`src/rtl/branch_target_pipe.sv`:
```
// Pipelined branch-target unit: target = pc4 + (imm << SHIFT), taken decode,
// LATENCY register stages with flush/stall, and a saturating taken-branch counter.
module branch_target_pipe #(
  parameter int unsigned NBITS       = 32,
  parameter int unsigned SHIFT       = 2,
  parameter int unsigned LATENCY     = 1,
  parameter int unsigned CNT_W       = 16,
  parameter int unsigned ALIGN_CHECK = 1
) (
  input  logic             i_clk,
  input  logic             i_rst_n,
  input  logic             i_valid,
  input  logic             i_stall,
  input  logic             i_flush,
  input  logic [NBITS-1:0] i_pc4,
  input  logic [NBITS-1:0] i_ext_imm,
  input  logic [1:0]       i_branch_type,
  input  logic             i_alu_zero,
  output logic             o_valid,
  output logic [NBITS-1:0] o_target,
  output logic             o_taken,
  output logic             o_pc_src,
  output logic             o_misalign,
  output logic [CNT_W-1:0] o_taken_count
);

  if (LATENCY < 1 || LATENCY > 3) begin : g_latency_check
    $error("branch_target_pipe: LATENCY must be in 1..3");
  end

  localparam logic [CNT_W-1:0] CNT_MAX = '1;

  // pc_src and misalign are derived at the input so every output is a flop
  typedef struct packed {
    logic             valid;
    logic             taken;
    logic             pc_src;
    logic             misalign;
    logic [NBITS-1:0] target;
  } stage_t;

  stage_t           stage_q [LATENCY];
  stage_t           stage_in_c;
  stage_t           out_s;
  logic [NBITS-1:0] target_c;
  logic             taken_c;
  logic [CNT_W-1:0] count_q;

  always_comb begin
    target_c = i_pc4 + NBITS'(i_ext_imm << SHIFT);
    taken_c  = 1'b0;
    case (i_branch_type)
      2'b01:   taken_c = i_alu_zero;
      2'b10:   taken_c = ~i_alu_zero;
      2'b11:   taken_c = 1'b1;
      default: taken_c = 1'b0;
    endcase
    stage_in_c          = '0;
    stage_in_c.valid    = i_valid;
    stage_in_c.taken    = i_valid & taken_c;
    stage_in_c.pc_src   = i_valid & taken_c;
    stage_in_c.misalign = (ALIGN_CHECK != 0) && i_valid && taken_c && (|target_c[1:0]);
    stage_in_c.target   = target_c;
  end

  // Reset and flush both clear every stage; stall freezes the whole pipe
  for (genvar k = 0; k < LATENCY; k++) begin : g_stage
    if (k == 0) begin : g_head
      always_ff @(posedge i_clk) begin
        if (!i_rst_n || i_flush) begin
          stage_q[k] <= '0;
        end else if (!i_stall) begin
          stage_q[k] <= stage_in_c;
        end
      end
    end else begin : g_tail
      always_ff @(posedge i_clk) begin
        if (!i_rst_n || i_flush) begin
          stage_q[k] <= '0;
        end else if (!i_stall) begin
          stage_q[k] <= stage_q[k-1];
        end
      end
    end
  end

  assign out_s = stage_q[LATENCY-1];

  // Each delivered taken entry counts once as it leaves the output stage
  always_ff @(posedge i_clk) begin
    if (!i_rst_n) begin
      count_q <= '0;
    end else if (out_s.valid && out_s.taken && !i_stall && !i_flush && (count_q != CNT_MAX)) begin
      count_q <= count_q + CNT_W'(1);
    end
  end

  assign o_valid       = out_s.valid;
  assign o_target      = out_s.target;
  assign o_taken       = out_s.taken;
  assign o_pc_src      = out_s.pc_src;
  assign o_misalign    = out_s.misalign;
  assign o_taken_count = count_q;

endmodule

```
`config.mk`:
```
export PLATFORM = sky130hd
export DESIGN_NAME = branch_target_pipe
export DESIGN_NICKNAME = d
export VERILOG_FILES = /design/src/rtl/branch_target_pipe.sv
export SDC_FILE = /design/constraint.sdc
export NUM_CORES = 1
export LEC_CHECK = 0
export CAP_MARGIN = 10
export CORE_ASPECT_RATIO = 0.6
export CORE_UTILIZATION = 46
export DETAILED_ROUTE_END_ITERATION = 6
export MAX_ROUTING_LAYER = met4
export PLACE_DENSITY = 0.78
export SLEW_MARGIN = 20
export SYNTH_ARGS = -nofsm -noshare
export SYNTH_HDL_FRONTEND = slang
export SYNTH_SLANG_ARGS = --single-unit
```
`constraint.sdc`:
```
create_clock -name i_clk -period 3.6 [get_ports i_clk]
set_input_delay 1.08 -clock i_clk [delete_from_list [all_inputs] [get_ports i_clk]]
set_output_delay 1.08 -clock i_clk [all_outputs]
set_load 0.01 [all_outputs]
```
==> summary.md <==
| Metric | Value |
|---|---|
| CTS tree | `built` |
| P&R area growth vs syn | `46.51%` |
| Pin count of the biggest net entering global routing | `36` |
| Sequential share of the synthesized area | `a little under two fifths` |
| Final hold slack | `~0.61 ns` |
| CTS root buf | `clkbuf_16` |
| Post-synth ARST share | `0%` |
| Post-Synthesis Cells | `395` |
| Final Critical Period | `about 3.5 ns` |
| Ports | `about 120` |
| Drt wl/cell | `around 15 um` |
| Clock sink count | `between 50 and 60` |
| Setup Crit Path Kind | `in2reg` |
| Die width | `116.5 um` |
| Max cap viols | `0` |
| Max IR drop VDD | `approximately 0.25 mV` |
| Syn avg cell area | `approximately 9 um^2` |
| Worst r2r src | `o_taken_count[0]` |
| Internal power | `between 0.001 and 0.0015 W` |
| Final wirelength | `between 9000 and 10000 um` |
| Clock slew at reported path FFs | `~0.07 ns` |
| Detailed placement HPWL | `7981 um` |
| Register bit total from synthesis | `51` |
| Gr ovfl total | `0` |
| Net Sw Frac | `28.25%` |
| Worst EP required | `between 3 and 4 ns` |
| Post-synthesis cell area | `0.003618 mm^2` |
| CP max FO | `4` |
| Antenna cells | `0` |
| Share of cells above drive strength 1 | `under 10%` |
| Setup crit end kind | `flop` |
| Slew Limit Fails | `0` |
| Vias/cell | `between 5 and 6` |
| Count of different cell masters after synthesis | `between 50 and 60` |
| Total net switching power | `approximately 0.00047 W` |
| Post-route ant nets | `0` |
| Global-route usage over all layers | `25.79%` |
| Period utilization | `97.04%` |
| Max Clock Skew | `0.002009 ns` |
| Primary FF master, synth | `edfxtp_1` |
| CTS buffer count | `5` |
| Min-delay worst type | `reg2reg` |
| Vias after detailed routing | `3505` |
| Fin nets | `approximately 650` |
| Initial core utilization | `48.59%` |
| Postcts setup bufs | `0` |
| Fmax | `0.2862 GHz` |
| Core area | `about 0.0074 mm^2` |
| Final Util | `about 71%` |
| Clock buffer depth | `2` |
| Vias in the first global route | `roughly 3400` |
| Slew headroom | `between 60% and 70%` |
| Setup-failing EPs final | `0` |
| Post-Synthesis Net Count | `approximately 500` |
| Reg power frac | `approximately two fifths` |
| Startpoint types | `input pin` |
| Logic gate share of total power | `between 30% and 40%` |
| Pre-antenna DRT Iters | `4` |
| Clock Power Share | `28.1%` |
| Die Area | `0.008237 mm^2` |
| Slew @ Worst Pin | `about 0.51 ns` |
| Critical path origin | `i_pc4[2]` |
| PortBufs | `roughly 120` |
| Initial antenna violation count | `0` |
| Initial DRC count | `between 200 and 250` |
| Post-synth EDFFs | `35` |
| Clock latency on the worst-skew pair | `0.29 ns` |
| Gpl congestion | `0.9215` |
| Ys Warns | `0` |
| Status | `completed` |
| Power per Cell Area | `about 310 mW/mm^2` |
| H-tree depth | `2` |
| Worst EP arrival | `~3.5 ns` |
| Hold path startpoint | `o_taken_count[10]` |
| Final hold vios | `0` |
| Num rows | `24` |
| First-pass GRT wire length | `16170 um` |
| Leakage | `approximately 2.1 nW` |
| DRC violations left | `0` |
| DIE HEIGHT | `around 70 um` |
what timing repair did:
action                                  4_1_cts  5_1_grt
hold buffers                                  0        0
pin swaps                                     2        2
gates resized for setup                       2        6
endpoints found under the setup margin        2        9
sequential cells by signal, indices dropped and copies added (netlist names):
signal,count
stage_q,35
o_taken_count,16
Yosys cell counts, types with 7 or more instances:
master     n  area, um^2
nor2_1    44       165.2
nand2_1   36       135.1
a21oi_1   35       175.2
edfxtp_1  35        1051
ha_1      30       375.4
xnor2_1   23       201.4
and2_1    22       137.6
dfxtp_1   16       320.3
o21ai_0   14       70.07
nor3_1    12       60.06
xor2_1    10       87.58
a21o_1     9       67.56
nand4_1    9       56.30
nand3_1    8       40.04
inv_1      7       26.28
o21a_1     7       52.55
worst paths after layout:
kind,cells past startpoint,slack (ns),to
max,13,0.11,stage_q[0][18]
min,2,0.61,o_taken_count[10]
max reg2reg,7,1.48,o_taken_count[14]
min reg2reg,2,0.61,o_taken_count[10]
power by group through the flow:
stage / clock [W] / combinational [W] / sequential [W]
4_1_cts: 0.000472 / 0.000519 / 0.000668
3_5_place_dp: 0 / 0.000514 / 0.000681
2_1_floorplan: 0 / 0.000258 / 0.000698
5_1_grt: 0.000494 / 0.000571 / 0.000671
3_3_place_gp: 0 / 0.000506 / 0.000679
6_report: 0.000467 / 0.000526 / 0.000668
per-layer routing:
metal | vias to the layer above | share of wire, % | track usage, %
met2 | 138 | 43 | 38.86
met1 | 1620 | 48 | 35.88
met5 | - | 0 | -
met3 | 12 | 7.6 | 4.627
met4 | 0 | 1.3 | 6.125
li1 | 1735 | - | -
area by class of cell:
cell class | instances | area [um^2]
Clock buffer | 6 | 128.9
Multi-Input combinational cell | 327 | 2202
Inverter | 7 | 26.28
Clock inverter | 2 | 13.76
Sequential cell | 51 | 1371
Tap cell | 104 | 130.1
Fill cell | 601 | 2146
Timing Repair Buffer | 150 | 1429
kinds of logic (layout without fill, tap and decap cells):
family,count (synthesis),after routing,synth area share [%]
simple gates,163,163,22.82
fa+ha+maj,31,31,10.93
buf+inv,17,165,2.144
compound gates,97,97,17.39
flops,51,51,37.90
mux,3,3,0.8299
xor+xnor,33,33,7.987
per-stage QoR:
| stage | cells | TNS (ns) | instance area, um^2 | power (W) | setup WS, ns |
|---|---|---|---|---|---|
| final | 647 | 0 | 5301 | 0.001660 | 0.1065 |
| after global placement | 639 | -1.756 | 5126 | 0.001185 | -0.4140 |
| after floorplan | 395 | 0 | 3618 | 0.0009560 | 0.4448 |
| after detailed placement | 639 | -2.524 | 5126 | 0.001195 | -0.4668 |
| after CTS | 647 | 0 | 5275 | 0.001659 | 0.004712 |
| after global routing | 647 | -0.003855 | 5301 | 0.001736 | -0.002588 |
cell usage in the layout (no fill, tap or decap), types with 8 or more instances in the layout:
master / synthesis / routed
clkdlybuf4s50_1: 0 / 121
nor2_1: 44 / 44
nand2_1: 36 / 36
edfxtp_1: 35 / 35
a21oi_1: 35 / 34
ha_1: 30 / 30
buf_4: 1 / 29
xnor2_1: 23 / 23
and2_1: 22 / 22
dfxtp_1: 16 / 16
o21ai_0: 14 / 13
nor3_1: 12 / 12
xor2_1: 10 / 10
a21o_1: 9 / 9
nand4_1: 9 / 9
nand3_1: 8 / 8
worst max-delay path: stages:
cell	delay, ns
clkdlybuf4s50_1	0.47
ha_1	0.16
inv_1	0.05
fa_1	0.39
nor2b_2	0.16
o2111ai_2	0.17
a211oi_2	0.26
buf_4	0.15
nor2_1	0.08
buf_4	0.17
a21oi_1	0.20
o21a_1	0.14
nor3_1	0.04
Power figures use the tool's default switching activity.
